==> config.mk <==
export PLATFORM = sky130hd
export DESIGN_NAME = fault_inject_ctrl
export DESIGN_NICKNAME = d
export VERILOG_FILES = /design/src/rtl/fault_inject_ctrl.sv
export SDC_FILE = /design/constraint.sdc
export NUM_CORES = 1
export LEC_CHECK = 0
export ABC_AREA = 1
export BUFFER_PORTS_ARGS = -buffer_cell sky130_fd_sc_hd__buf_2
export CAP_MARGIN = 10
export CORE_MARGIN = 4
export CORE_UTILIZATION = 45
export CTS_BUF_LIST = sky130_fd_sc_hd__clkbuf_16
export CTS_CLUSTER_DIAMETER = 150
export DETAILED_ROUTE_END_ITERATION = 16
export HOLD_SLACK_MARGIN = 0.1
export PLACE_DENSITY = 0.84
export SLEW_MARGIN = 15
export SYNTH_ARGS = -nofsm -noshare
export SYNTH_HDL_FRONTEND = slang
export SYNTH_SLANG_ARGS = --single-unit
==> constraint.sdc <==
create_clock -name clk -period 1.25 [get_ports clk]
set_input_delay 0.1875 -clock clk [delete_from_list [all_inputs] [get_ports clk]]
set_output_delay 0.1875 -clock clk [all_outputs]
set_load 0.02 [all_outputs]
==> src/rtl/fault_inject_ctrl.sv <==
// fault_inject_ctrl: runtime single stuck-at fault injection controller.
// Walks every SA0/SA1 fault on the CUT inputs, forces the active fault onto
// the pattern for the faulty CUT copy, and counts faults whose outputs
// diverged from the fault-free copy.
// Optional feature macro: FIL_MAP_EN adds a per-site detection map (det_map).
module fault_inject_ctrl #(
    parameter int IN_BITS  = 5,
    parameter int OUT_BITS = 2,
    parameter int CNT_W    = 8,
    localparam int FW      = $clog2(2 * IN_BITS)
) (
    input  logic                clk,
    input  logic                rst,
    input  logic                start,
    input  logic                FIL_INC,
    input  logic [IN_BITS-1:0]  TEST_IP,
    input  logic [OUT_BITS-1:0] CUT_OP,
    input  logic [OUT_BITS-1:0] FF_OP,
    output logic [IN_BITS-1:0]  FAULT_IP,
    output logic [FW-1:0]       fault_idx,
    output logic                fault_active,
    output logic                detected,
    output logic [CNT_W-1:0]    det_count,
    output logic                done
`ifdef FIL_MAP_EN
    ,
    output logic [2*IN_BITS-1:0] det_map
`endif
);

    // Last fault site: SA1 on the top input bit.
    localparam logic [FW-1:0] LAST_IDX = FW'(2 * IN_BITS - 1);

    typedef enum logic [1:0] {
        IDLE   = 2'd0,
        INJECT = 2'd1,
        DONE   = 2'd2
    } state_t;

    state_t state_q;
    state_t state_d;
    logic   mismatch;
    logic   retire_hit;

    // Counter increment that sticks at all-ones instead of wrapping.
    function automatic logic [CNT_W-1:0] sat_inc(input logic [CNT_W-1:0] v);
        return (&v) ? v : v + 1'b1;
    endfunction

    assign mismatch   = (CUT_OP != FF_OP);
    // A fault counts as detected if it diverged earlier or on the retire cycle.
    assign retire_hit = detected | mismatch;

    // State register.
    always_ff @(posedge clk) begin
        if (rst) begin
            state_q <= IDLE;
        end else begin
            state_q <= state_d;
        end
    end

    // Next-state decode, status flags and fault forcing on the pattern.
    always_comb begin
        state_d      = state_q;
        fault_active = 1'b0;
        done         = 1'b0;
        FAULT_IP     = TEST_IP;
        case (state_q)
            IDLE: begin
                if (start) begin
                    state_d = INJECT;
                end
            end
            INJECT: begin
                fault_active = 1'b1;
                if (FIL_INC && (fault_idx == LAST_IDX)) begin
                    state_d = DONE;
                end
                // Low half of the index space is SA0, high half is SA1.
                for (int i = 0; i < IN_BITS; i++) begin
                    if (fault_idx == FW'(i)) begin
                        FAULT_IP[i] = 1'b0;
                    end else if (fault_idx == FW'(i + IN_BITS)) begin
                        FAULT_IP[i] = 1'b1;
                    end
                end
            end
            DONE: begin
                done = 1'b1;
                if (start) begin
                    state_d = INJECT;
                end
            end
            default: begin
                state_d = IDLE;
            end
        endcase
    end

    // Fault index, sticky detect flag and detected-fault counter.
    always_ff @(posedge clk) begin
        if (rst) begin
            fault_idx <= '0;
            detected  <= 1'b0;
            det_count <= '0;
        end else begin
            case (state_q)
                IDLE, DONE: begin
                    if (start) begin
                        fault_idx <= '0;
                        detected  <= 1'b0;
                        det_count <= '0;
                    end
                end
                INJECT: begin
                    if (FIL_INC) begin
                        detected <= 1'b0;
                        if (retire_hit) begin
                            det_count <= sat_inc(det_count);
                        end
                        // The final fault holds its index into DONE.
                        if (fault_idx != LAST_IDX) begin
                            fault_idx <= fault_idx + 1'b1;
                        end
                    end else if (mismatch) begin
                        detected <= 1'b1;
                    end
                end
                default: begin
                    detected <= 1'b0;
                end
            endcase
        end
    end

`ifdef FIL_MAP_EN
    // Per-site coverage: mark each fault retired as detected.
    always_ff @(posedge clk) begin
        if (rst) begin
            det_map <= '0;
        end else if ((state_q == IDLE || state_q == DONE) && start) begin
            det_map <= '0;
        end else if (state_q == INJECT && FIL_INC && retire_hit) begin
            for (int k = 0; k < 2 * IN_BITS; k++) begin
                if (fault_idx == FW'(k)) begin
                    det_map[k] <= 1'b1;
                end
            end
        end
    end
`endif

endmodule

Word-level counts from Yosys, hierarchy flattened --
Cells that the tools add are included.
Operators by class: equal/unequal tests 20, reductions and logical operators 10, multiplexer cells 29, $add $sub $neg 2, bitwise logic cells 1
Operator list (number):
- 8-bit two-way mux | 4
- 4-bit by 3-bit equality test with 1-bit output, second input constant | 4
- 8-bit one-hot mux with 2 select lines | 1
- 1-bit two-way mux | 15
- 4-bit two-way mux | 3
- 2-bit inequality test, second input constant | 5
- 8-bit by 1-bit adder with 8-bit output, second input constant | 1
- 4-bit by 2-bit equality test with 1-bit output, second input constant | 2
- 4-bit equality test, second input constant | 2
- 4-bit one-hot mux with 2 select lines | 1
- 8-bit AND reduction | 1
- 5-bit two-way mux | 1
- 5-bit AND reduction | 1
- 4-bit by 1-bit adder with 4-bit output, second input constant | 1
- 4-bit by 1-bit equality test with 1-bit output, second input constant | 1
- 4-bit logical NOT | 1
- 2-bit two-way mux | 2
- 4-bit inequality test, second input constant | 1
- 2-bit one-hot mux with 2 select lines | 1
- 2-bit AND reduction | 2
- 4-bit AND reduction | 1
- 3-bit inequality test, second input constant | 1
- 2-bit by 1-bit equality test with 1-bit output, second input constant | 1
- 2-bit equality test, second input constant | 1
- 8 further kinds | 8
Storage, ports and cells: bits of input ports 13, output and inout port bits 20, bits in registers 15, logic and storage cells 66

Depth between registers and ports, before layout --
Gate-level depths: netlist (run 1).
depth after elaboration 5, gate-level depth with buffers 9, mapped depth without buffers 9

Worst setup path before layout (run 1) --
OpenSTA, ideal clock, no wires.
path kind reg-to-reg, start reg det_count[0], end reg det_count[4], path buffers 0, required time 1.186 ns, arrival time 1.462 ns, slack -0.276 ns, library setup time 0.064 ns, cell stages (with the launch flop) 10, period minus slack after synthesis 1.526 ns, path through dfxtp_1 ha_1 nand2_2 nor2_4 nand3_1 nor2_1 nor2_4 nand2_1 nand2_1 nor2_1
On the way: longest elaborated chain between the ends 5, elaborated cells between the ends (all ways) 8, classes of those cells 1 x add/sub; 1 x eq/ne; 4 x mux; 2 x reduce/logical
Ends and longest elaborated chain:
- from (decl) | line 23 | output logic [CNT_W-1:0] det_count,
- from (signal assigned) | line 120 | det_count <= sat_inc(det_count);
- 8-bit by 1-bit adder with 8-bit output | line 47 | return (&v) ? v : v + 1'b1;
- 8-bit two-way mux | line 47
- 8-bit two-way mux | line 119 | if (retire_hit) begin
- 8-bit two-way mux | line 117 | if (FIL_INC) begin
- 8-bit one-hot mux with 2 select lines | line 108 | case (state_q)
Several ways; a longest one is shown, not always the timed one. The select of a mux whose other input is x is not followed. A chain may end at the register's enable or synchronous reset.

Worst setup path in the final report (run 1) --
start reg fault_idx[3], end out FAULT_IP[4]
On the way: longest elaborated chain between the ends 4, elaborated cells between the ends (all ways) 5, classes of those cells 2 x eq/ne; 3 x mux
Ends and longest elaborated chain:
- from (decl) | line 20 | output logic [FW-1:0] fault_idx,
- from (signal assigned) | line 124 | fault_idx <= fault_idx + 1'b1;
- 4-bit equality test | line 84 | end else if (fault_idx == FW'(i + IN_BITS)) begin
- 1-bit two-way mux | line 84
- 1-bit two-way mux * | line 82 | if (fault_idx == FW'(i)) begin
- 5-bit two-way mux * | line 69 | case (state_q)
- to (decl) | line 19 | output logic [IN_BITS-1:0] FAULT_IP,
Mark *: on every way between the ends. The rest lies on a longest branch, timed or not.

==> results of run 1 <==
critical path: cells and delay by family (launching register included):
| kind | cells | cell delay [ns] |
|---|---|---|
| flip-flops | 1 | 0.37 |
| buffers and inverters | 2 | 0.24 |
| AO/OA/AOI/OAI | 1 | 0.18 |
| AND/OR/NAND/NOR | 4 | 0.43 |
synth_stat cells (all sizes together):
cell | number | area (sq um)
nand2 | 39 | 159
nand4 | 4 | 25.0
nor2 | 30 | 128
a32oi | 1 | 8.76
a211oi | 1 | 7.51
o21ai | 6 | 45.1
ha | 5 | 62.6
or2 | 1 | 6.26
o21bai | 1 | 7.51
a21oi | 10 | 50.1
nand3 | 8 | 45.0
inv | 24 | 90.1
nor3b | 1 | 7.51
nor3 | 2 | 10.0
dfxtp | 15 | 300
xnor2 | 1 | 8.76
a31oi | 7 | 43.8
buf | 1 | 5.00
clkbuf | 1 | 3.75
report_power, final:
part           leakage, nW  switching (W)  internal, W
Clock               0.0409       0.000237     0.000429
Combinational        0.637       0.000274     0.000200
Sequential           0.128      0.0000305     0.000488
Total                0.807       0.000542      0.00112
kinds of logic (layout without fill, tap and decap cells):
| group | count (synthesis) | after routing | synth area share [%] |
|---|---|---|---|
| AND/OR/NAND/NOR | 85 | 85 | 37.5 |
| AO/OA/AOI/OAI | 26 | 26 | 16.1 |
| buffers and inverters | 26 | 94 | 9.75 |
| flip-flops | 15 | 15 | 29.6 |
| adder cells (fa/ha/maj) | 5 | 5 | 6.17 |
| XOR/XNOR | 1 | 1 | 0.864 |
layer usage:
| metal | global-route usage [%] | share of wire, % | vias up |
|---|---|---|---|
| li1 | - | - | 647 |
| met4 | 11.8 | 9.3 | 0 |
| met5 | 0 | 0 | - |
| met3 | 7.23 | 13 | 64 |
| met1 | 28.9 | 32 | 716 |
| met2 | 49.8 | 46 | 164 |
metrics by stage:
| stage | std cells | area [sq um] | total power (W) | setup WS [ns] |
|---|---|---|---|---|
| final | 253 | 1890 | 0.00166 | -0.416 |
| after floorplan | 158 | 1120 | 0.000703 | -0.0493 |
| after global routing | 253 | 1890 | 0.00170 | -0.419 |
| after global placement | 237 | 1460 | 0.000815 | -0.0329 |
| after CTS | 248 | 1710 | 0.00153 | -0.303 |
| after detailed placement | 237 | 1460 | 0.000825 | -0.105 |
registers in the layout, summed over array words and instances (netlist names):
| signal | count |
|---|---|
| fault_idx | 4 |
| detected | 1 |
| det_count | 8 |
| state_q | 2 |
layout make-up:
cell class                 count  share of cell area (%)
sequential                    15                    17.5
multi-input combinational    117                    45.8
timing repair buffer          66                    24.9
clock inverter                 1                   0.265
tap                           27                    1.79
clock buffer                   3                    3.97
inverter                      24                    5.82
what timing repair did:
action / 4_1_cts / 5_1_grt
buffers inserted: 7 / 8
setup endpoints to repair: 18 / 20
pin swaps: 21 / 24
hold buffers: 0 / 0
resized for setup: 36 / 42
worst max path at each step:
| stage | start | end | depth (start not counted) |
|---|---|---|---|
| after floorplan | fault_idx[1]$_SDFFE_PP0P_ | FAULT_IP[0] | 6 |
| after global placement | fault_idx[1]$_SDFFE_PP0P_ | FAULT_IP[1] | 7 |
| after detailed placement | fault_idx[1]$_SDFFE_PP0P_ | FAULT_IP[0] | 7 |
| after CTS | fault_idx[1]$_SDFFE_PP0P_ | FAULT_IP[0] | 7 |
| after global routing | fault_idx[3]$_SDFFE_PP0P_ | FAULT_IP[4] | 7 |
| final | fault_idx[3]$_SDFFE_PP0P_ | FAULT_IP[4] | 7 |
==> results_dict.tcl, run 1 <==
set metrics [dict create \
    status "complete, but fails checks" \
    violations "negative setup slack" \
    worstRegToRegCells 9 \
    nets 245 \
    multiInputGateArea_sq_um 867 \
    num_antenna_cells 0 \
    drc 0 \
    hold_class "input port to register" \
    setup_viol 18 \
    regArea_sq_um 330 \
    vias 1591 \
    syn_area_sq_um 1010 \
    avgSynthCellArea_sq_um 6.41 \
    wl_um 5740 \
    vias_per_cell 6.29 \
    antenna_found_initial 0 \
    period_share_pct 133 \
    cp_slowest_cell "dfxtp_4" \
    slowest_delay_ns 0.37 \
    dr.first_iter.drc_count 137 \
    fmax_ghz 0.600 \
    grt.total_usage_pct 27.2 \
    grt_pass1_vias 1446 \
    avgRoutedWirePerCell_um 22.7 \
    skew_ns 0.00621 \
    drtPass1Iterations 4 \
    max-slew-margin-rel_pct 72.7 \
    finalSetupTns_ns -4.27 \
    ys_warn_count 0 \
    synth_cell_type_count 26 \
    cts_root_buf "clkbuf_16" \
    rsz0062_at_grt "yes" \
    path_class "register to primary output" \
    ys_seq_area_share_pct 29.6 \
    grt_pass1_wl_um 6660 \
    cts_made_buffers 3 \
    final_util_pct 92.6 \
    cp_max_fo 3 \
    hold_viol 0 \
    regToRegSetupSlack_ns -0.32 \
    endpoint_kind "primary output" \
    reg2reg_to "fault_idx[2]$_SDFFE_PP0P_" \
    worstPathArrival_ns 1.48 \
    p_leak_nw 0.807 \
    die_y_um 55.5 \
    finalHoldWorstSlack_ns 0.239 \
    syn_nets 176 \
    min_to "det_count[7]$_SDFFE_PP0P_" \
    clk_pin_slew_ns 0.06 \
    start_util_pct 49.6 \
    period_minus_slack_ns 1.67 \
    reg2reg_from "fault_idx[3]$_SDFFE_PP0P_" \
    dp_hpwl_um 2520 \
    slew_violations 0 \
    gp_congestion 0.975 \
    synth_cells 158 \
    cts_tree "built" \
    io_pins 33 \
    final_cell_mix "32 x nand2_1, 32 x buf_4, 25 x buf_2" \
    worstSkewPairLatency_ns 0.25 \
    clk_path_buf_depth 2 \
    grt.overflow.total 0 \
    core_sq_um 2040 \
    htreeDepth 1 \
    fin_ws_ns -0.416 \
    num_rows 16 \
    die_area_sq_um 3080 \
    drive_gt1_share_pct 58.4 \
    area_growth_pct 86.7 \
    grt_max_degree 10 \
    hold_path_depth 2 \
    p_per_area_nw_per_um2 877 \
    tightest_slew_ns 0.407 \
    ir_drop_mv 0.862 \
    cp.required_ns 1.06 \
    ant_nets 0 \
    start_kind "register" \
    synth_seq_cells 15 \
    cap_violations 0 \
    path_cells "inv_2 -> nor2_4 -> nand2_2 -> nor2_2 -> nor2_1 -> a31oi_2 -> buf_4" \
    min-delay-start "rst" \
    fp.dieW_um 55.5 \
    port-buffer-count 32 \
    cts.sinks 15 \
    fillers 64 \
]
No activity file was read; power rests on OpenSTA's default activity.
==> inputs of run 2 (changes only) <==
--- a/config.mk
+++ b/config.mk
@@ -14,7 +14,7 @@
 export CTS_CLUSTER_DIAMETER = 150
 export DETAILED_ROUTE_END_ITERATION = 16
 export HOLD_SLACK_MARGIN = 0.1
-export PLACE_DENSITY = 0.84
+export PLACE_DENSITY = 0.75
 export SLEW_MARGIN = 15
 export SYNTH_ARGS = -nofsm -noshare
 export SYNTH_HDL_FRONTEND = slang
==> run 2 against run 1 <==
Against the previous run:
- the flow still finishes with violations (negative setup slack)
- design area shrank 4.0%
- critical path type unchanged
- die area is the same
- worst setup slack lost 0.091 ns
- highest routed layer unchanged
==> results_dict.tcl, run 2 (same netlist as run 1, synthesis figures left out) <==
set metrics [dict create \
    status "complete, but fails checks" \
    violations "negative setup slack" \
    finalSetupTns_ns -4.66 \
    hold_class "input port to register" \
    hold_viol 0 \
    hold_path_depth 3 \
    core_sq_um 2040 \
    num_antenna_cells 0 \
    worstRegToRegCells 8 \
    placed_cell_area_sq_um 1460 \
    grt.total_usage_pct 24.5 \
    cts_hold_buf 0 \
    regToRegSetupSlack_ns -0.22 \
    nets 245 \
    cap_violations 0 \
    layoutNonFillerInstCount 253 \
    gp_congestion 0.868 \
    vias 1475 \
    worstSkewPairLatency_ns 0.25 \
    grt_pass1_wl_um 6040 \
    min-delay-start "FIL_INC" \
    grt_max_degree 10 \
    cp.required_ns 1.06 \
    ir_drop_mv 1.12 \
    ant_nets 0 \
    antenna_found_initial 0 \
    largestRegisters "det_count x8, fault_idx x4, state_q x2" \
    largest_reg_flops 8 \
    cts_made_buffers 3 \
    grt.overflow.total 0 \
    vias_per_cell 5.83 \
    cts_root_buf "clkbuf_16" \
    fmax_ghz 0.569 \
    cts.sinks 15 \
    finalHoldWorstSlack_ns 0.235 \
    dp_hpwl_um 2250 \
    max-slew-margin-rel_pct 72.8 \
    start_kind "register" \
    drive_gt1_share_pct 52.7 \
    cp_slowest_cell "a31oi_1" \
    slew_violations 0 \
    path_class "register to primary output" \
    wl_um 4650 \
    area_growth_pct 79.3 \
    worstPathArrival_ns 1.57 \
    io_pins 33 \
    final_util_pct 89.0 \
    avgRoutedWirePerCell_um 18.4 \
    rsz0062_at_grt "yes" \
    setup_viol 21 \
    skew_ns 0.000963 \
    period_share_pct 141 \
    clk_path_buf_depth 2 \
    cp_max_fo 7 \
    port-buffer-count 32 \
    finalInstanceArea_sq_um 1820 \
    fin_ws_ns -0.507 \
    final_cell_mix "35 x nand2_1, 33 x buf_4, 25 x buf_2" \
    period_minus_slack_ns 1.76 \
    p_leak_nw 0.808 \
    die_area_sq_um 3080 \
    num_rows 16 \
    reg2reg_from "state_q[0]$_SDFFE_PP0P_" \
    tightest_slew_ns 0.406 \
    drtPass1Iterations 5 \
    clk_pin_slew_ns 0.05 \
    regMostFlops "det_count" \
    slowest_delay_ns 0.40 \
    p_per_area_nw_per_um2 884 \
    dp.cells 237 \
    endpoint_kind "primary output" \
    path_cells "nand2_4 -> clkinvlp_4 -> a31oi_1 -> a21oi_2 -> buf_4" \
    layout_commonest_cell "nand2_1" \
    cts_tree "built" \
    fillers 94 \
    dr.first_iter.drc_count 117 \
    start_util_pct 49.6 \
    drc 0 \
    reg2reg_to "det_count[3]$_SDFFE_PP0P_" \
    startpoint "state_q[0]$_SDFFE_PP0P_" \
    min_to "state_q[1]$_SDFFE_PP0P_" \
    die_y_um 55.5 \
    grt_pass1_vias 1318 \
    fp.dieW_um 55.5 \
    htreeDepth 1 \
]
[run 2: cell count changes in the layout (fill, tap and decap cells not counted), sizes merged]
cell      delta
clkinvlp     +1
inv          -1
[run 2: worst max-delay path by stage]
stage                              to  slack [ns]  cells past startpoint
after floorplan           FAULT_IP[0]       -0.05                      6
after global placement    FAULT_IP[3]       -0.04                      6
after detailed placement  FAULT_IP[0]       -0.10                      7
after CTS                 FAULT_IP[4]       -0.28                      6
after global routing      FAULT_IP[1]       -0.55                      6
final                     FAULT_IP[1]       -0.51                      5
[run 2: final cells by class]
class	count	area [sq um]	share of cell area [%]
inverter	24	98.8	5.44
tap	27	33.8	1.86
clock inverter	1	5.00	0.275
timing repair buffer	66	463	25.5
sequential	15	323	17.8
clock buffer	3	75.1	4.13
multi-input combinational	117	818	45.0
[run 2: what timing repair did]
item                                    in CTS  in global routing
buffers inserted                             8                  5
pin swaps                                   14                  5
endpoints found under the setup margin      18                 21
gates resized for setup                     38                 13
[run 2: power by group]
part           total [W]  switching, W  leakage (nW)  internal, W
clock           0.000641      0.000213        0.0409     0.000428
sequential      0.000511     0.0000193         0.127     0.000492
combinational   0.000454      0.000259         0.640     0.000194
total            0.00161      0.000491         0.808      0.00111
[run 2: layer usage]
metal / routed length [um] / global-route usage [%] / share of wire, %
met1: 1680 / 27.8 / 36
met2: 2190 / 42.2 / 47
met3: 424 / 6.99 / 9.1
met4: 356 / 10.8 / 7.7
met5: 0 / 0 / 0
[run 2: per-stage QoR]
step | total power (W) | setup WS (ns)
6_report | 0.00161 | -0.507
5_1_grt | 0.00165 | -0.552
4_1_cts | 0.00154 | -0.285
3_5_place_dp | 0.000827 | -0.102
3_3_place_gp | 0.000816 | -0.0439
2_1_floorplan | 0.000703 | -0.0493
[run 2: critical path: cells and delay by family, from the launching register on]
kind / cells / cell delay, ns
simple gates: 1 / 0.10
compound gates: 2 / 0.49
buf+inv: 2 / 0.39
flops: 1 / 0.34
==> inputs of run 3 (changes only) <==
--- a/config.mk
+++ b/config.mk
@@ -9,12 +9,12 @@
 export BUFFER_PORTS_ARGS = -buffer_cell sky130_fd_sc_hd__buf_2
 export CAP_MARGIN = 10
 export CORE_MARGIN = 4
-export CORE_UTILIZATION = 45
-export CTS_BUF_LIST = sky130_fd_sc_hd__clkbuf_16
+export CORE_UTILIZATION = 47
+export CTS_BUF_LIST = sky130_fd_sc_hd__clkbuf_8
 export CTS_CLUSTER_DIAMETER = 150
 export DETAILED_ROUTE_END_ITERATION = 16
 export HOLD_SLACK_MARGIN = 0.1
-export PLACE_DENSITY = 0.75
+export PLACE_DENSITY = 0.78
 export SLEW_MARGIN = 15
 export SYNTH_ARGS = -nofsm -noshare
 export SYNTH_HDL_FRONTEND = slang
==> constraint.sdc (replaced) <==
create_clock -name clk -period 1.25 [get_ports clk]
set_input_delay 0.1875 -clock clk [delete_from_list [all_inputs] [get_ports clk]]
set_output_delay 0.1875 -clock clk [all_outputs]
set_load 0.05 [all_outputs]
==> run 3 against run 2 <==
Against the previous run:
- the flow now stops in clock tree synthesis
- synthesized cell count stayed put
- area after synthesis stayed put
==> results_dict.tcl, run 3 <==
set metrics [dict create \
    status "did not finish" \
    lastStage "clock tree synthesis" \
    error_line "[ERROR DPL-0033] detailed placement checks failed during check placement." \
    syn_area_sq_um 1010 \
    yosys-top-cells-count "36 x nand2_1, 28 x nor2_1, 23 x inv_1" \
    num_rows 16 \
    synth-edff-count 0 \
    synth.most_common_cell "nand2_1" \
    dp_hpwl_um 2720 \
    die_y_um 54.4 \
    synth_seq_cells 15 \
    yosysTopAreaCell "dfxtp_1" \
    synth_top_flop_cell "dfxtp_1" \
    ys_warn_count 0 \
    port-buffer-count 32 \
    syn_nets 176 \
    io_pins 33 \
    post-place-ws_ns -0.182 \
    synth_cell_type_count 26 \
    cts_setup_buffers 11 \
    cts_hold_buf 0 \
    start_util_pct 50.6 \
    avgSynthCellArea_sq_um 6.41 \
    synth_top_area_share_pct 29.6 \
    cts_made_buffers 3 \
    gp_congestion 0.828 \
    synthArstFlopShare_pct 0 \
    cts.sinks 15 \
    synth_cells 158 \
    cts_resized 46 \
    fp.dieW_um 54.4 \
    ys_seq_area_share_pct 29.6 \
    clk_path_buf_depth 2 \
    htreeDepth 1 \
    cts_root_buf "clkbuf_8" \
    synth_area_leaders "dfxtp_1 30%, nand2_1 13%, nor2_1 10%, inv_1 8.5%, ha_1 6.2%" \
    placed_cell_area_sq_um 1670 \
]
run 3: cell counts after synthesis:
Identical to the previous run, type by type.
run 3: logic make-up after synthesis:
family,count (synthesis),share of synthesized area (%)
xor+xnor,1,0.864
compound gates,26,16.1
buf+inv,26,9.75
simple gates,85,37.5
flops,15,29.6
fa+ha+maj,5,6.17
run 3: stage by stage:
stage          TNS [ns]  std cells
2_1_floorplan     -1.25        158
3_3_place_gp     -0.704        244
3_5_place_dp      -1.38        244
==> inputs of run 4 (changes only) <==
--- a/config.mk
+++ b/config.mk
@@ -8,13 +8,10 @@
 export ABC_AREA = 1
 export BUFFER_PORTS_ARGS = -buffer_cell sky130_fd_sc_hd__buf_2
 export CAP_MARGIN = 10
-export CORE_MARGIN = 4
-export CORE_UTILIZATION = 47
-export CTS_BUF_LIST = sky130_fd_sc_hd__clkbuf_8
-export CTS_CLUSTER_DIAMETER = 150
+export CORE_AREA = 4 4 65 67
 export DETAILED_ROUTE_END_ITERATION = 16
-export HOLD_SLACK_MARGIN = 0.1
-export PLACE_DENSITY = 0.78
+export DIE_AREA = 0 0 69 71
+export PLACE_DENSITY_LB_ADDON = 0.15
 export SLEW_MARGIN = 15
 export SYNTH_ARGS = -nofsm -noshare
 export SYNTH_HDL_FRONTEND = slang
==> constraint.sdc (replaced) <==
create_clock -name clk -period 1.6 [get_ports clk]
set_input_delay 0.24 -clock clk [delete_from_list [all_inputs] [get_ports clk]]
set_output_delay 0.24 -clock clk [all_outputs]
set_load 0.05 [all_outputs]
==> run 4 against run 3 <==
Against the previous run:
- the flow now finishes, with violations (negative setup slack)
==> results_dict.tcl, run 4 (same netlist as run 1, synthesis figures left out) <==
set metrics [dict create \
    hold_class "input port to register" \
    grt_pass1_vias 1157 \
    finalInstanceArea_sq_um 1610 \
    regMostFlops "det_count" \
    rsz0062_at_grt "yes" \
    violations "negative setup slack" \
    ant_nets 0 \
    final_cell_mix "35 x nand2_1, 27 x buf_2, 22 x nor2_1" \
    htreeDepth 1 \
    p_per_area_nw_per_um2 629 \
    vias_per_cell 4.51 \
    worstPathArrival_ns 1.36 \
    start_kind "register" \
    fin_ws_ns -0.000280 \
    slowest_delay_ns 0.39 \
    die_area_sq_um 4900 \
    drtPass1Iterations 4 \
    cts.sinks 15 \
    skew_ns 0.00742 \
    fmax_ghz 0.625 \
    drive_gt1_share_pct 45.7 \
    wl_um 2970 \
    dp_hpwl_um 2270 \
    period_minus_slack_ns 1.60 \
    layout_commonest_cell "nand2_1" \
    io_pins 33 \
    start_util_pct 27.9 \
    cp_slowest_cell "dfxtp_4" \
    cap_violations 0 \
    endpoint_kind "primary output" \
    crit_family "flip-flops" \
    dr.first_iter.drc_count 73 \
    num_antenna_cells 0 \
    status "complete, but fails checks" \
    cts_root_buf "clkbuf_8" \
    path_class "register to primary output" \
    largest_reg_flops 8 \
    worstSkewPairLatency_ns 0.25 \
    num_rows 22 \
    avgRoutedWirePerCell_um 11.6 \
    cp.required_ns 1.36 \
    die_y_um 71 \
    cp_max_fo 5 \
    largestRegisters "det_count x8, fault_idx x4, state_q x2" \
    path_cells "inv_2 -> ha_2 -> buf_4 -> a31oi_4 -> buf_6" \
    fp.dieW_um 69 \
    tightest_slew_ns 0.460 \
    post-place-ws_ns 0.00741 \
    period_share_pct 100 \
    slew_violations 0 \
    area_growth_pct 59.0 \
    clk_path_buf_depth 2 \
    grt.total_usage_pct 12.9 \
    fillers 411 \
    gp_congestion 0.819 \
    grt.overflow.total 0 \
    nets 227 \
    drc 0 \
    hold_viol 0 \
    port-buffer-count 32 \
    antenna_found_initial 0 \
    setup_viol 1 \
    critical_path_buf_inv_count 3 \
    ir_drop_mv 0.273 \
    cts_made_buffers 3 \
    vias 1155 \
    cts_tree "built" \
    placed_cell_area_sq_um 1370 \
    grt_max_degree 10 \
    clk_pin_slew_ns 0.07 \
    max-slew-margin-rel_pct 69.3 \
    finalHoldWorstSlack_ns 0.287 \
    grt_pass1_wl_um 5150 \
    p_leak_nw 0.682 \
    cts_hold_buf 0 \
    core_sq_um 3630 \
]
==> run 4: per-stage QoR <==
step	setup TNS, ns	std cells	power (W)	utilization [%]
5_1_grt	-0.297	256	0.00107	44.4
3_3_place_gp	0	245	0.000673	37.8
4_1_cts	-0.0544	254	0.00102	43.3
6_report	-0.000280	256	0.00101	44.4
2_1_floorplan	-0.145	158	0.000601	-
3_5_place_dp	0	245	0.000676	37.8
==> run 4: final cells by class <==
| type | count | area (sq um) | area share (%) |
|---|---|---|---|
| Timing Repair Buffer | 48 | 319 | 19.8 |
| Tap cell | 48 | 60.1 | 3.73 |
| Sequential cell | 15 | 319 | 19.8 |
| Clock buffer | 3 | 41.3 | 2.56 |
| Clock inverter | 1 | 5.00 | 0.311 |
| Inverter | 24 | 95.1 | 5.90 |
| Multi-Input combinational cell | 117 | 772 | 47.9 |
==> run 4: power by group <==
part           internal [W]  total, W  switching (W)  leakage [nW]
sequential         0.000382  0.000397      0.0000155         0.126
combinational      0.000107  0.000302       0.000195         0.531
clock              0.000172  0.000313       0.000141        0.0255
==> run 4: worst reg2reg max path, delay by kind of cell, from the launching register on <==
kind	cells	cell delay [ns]
AOI/OAI and AO/OA	1	0.22
and+or+nand+nor	6	0.58
DFF	1	0.30
buffers and inverters	2	0.26
==> run 4: path summary, 6_finish.rpt <==
| check | from | to | cells past startpoint | slack (ns) |
|---|---|---|---|---|
| setup reg to reg | state_q[1]$_SDFFE_PP0P_ | det_count[1]$_SDFFE_PP0P_ | 9 | 0.14 |
| setup / recovery | fault_idx[0]$_SDFFE_PP0P_ | FAULT_IP[4] | 5 | -0.0003 |
| hold reg to reg | det_count[1]$_SDFFE_PP0P_ | det_count[1]$_SDFFE_PP0P_ | 2 | 0.51 |
| hold / removal | start | detected$_SDFFE_PP0P_ | 3 | 0.29 |
==> run 4: metal layers <==
metal	GRT usage (%)	vias to the layer above	part of all wire, %	wire length [um]
met2	23.0	25	52	1530
met1	14.7	518	43	1270
met3	3.69	2	5.2	153
met4	4.34	0	0.61	18
met5	0	-	0	0
li1	-	610	-	-
==> run 4: repair_timing <==
item / 4_1_cts / 5_1_grt
pin swaps: 7 / 4
gates resized for setup: 37 / 7
hold endpoints to repair: 0 / 0
setup endpoints to repair: 6 / 12
cloned: 0 / 0
setup buffers: 5 / 2
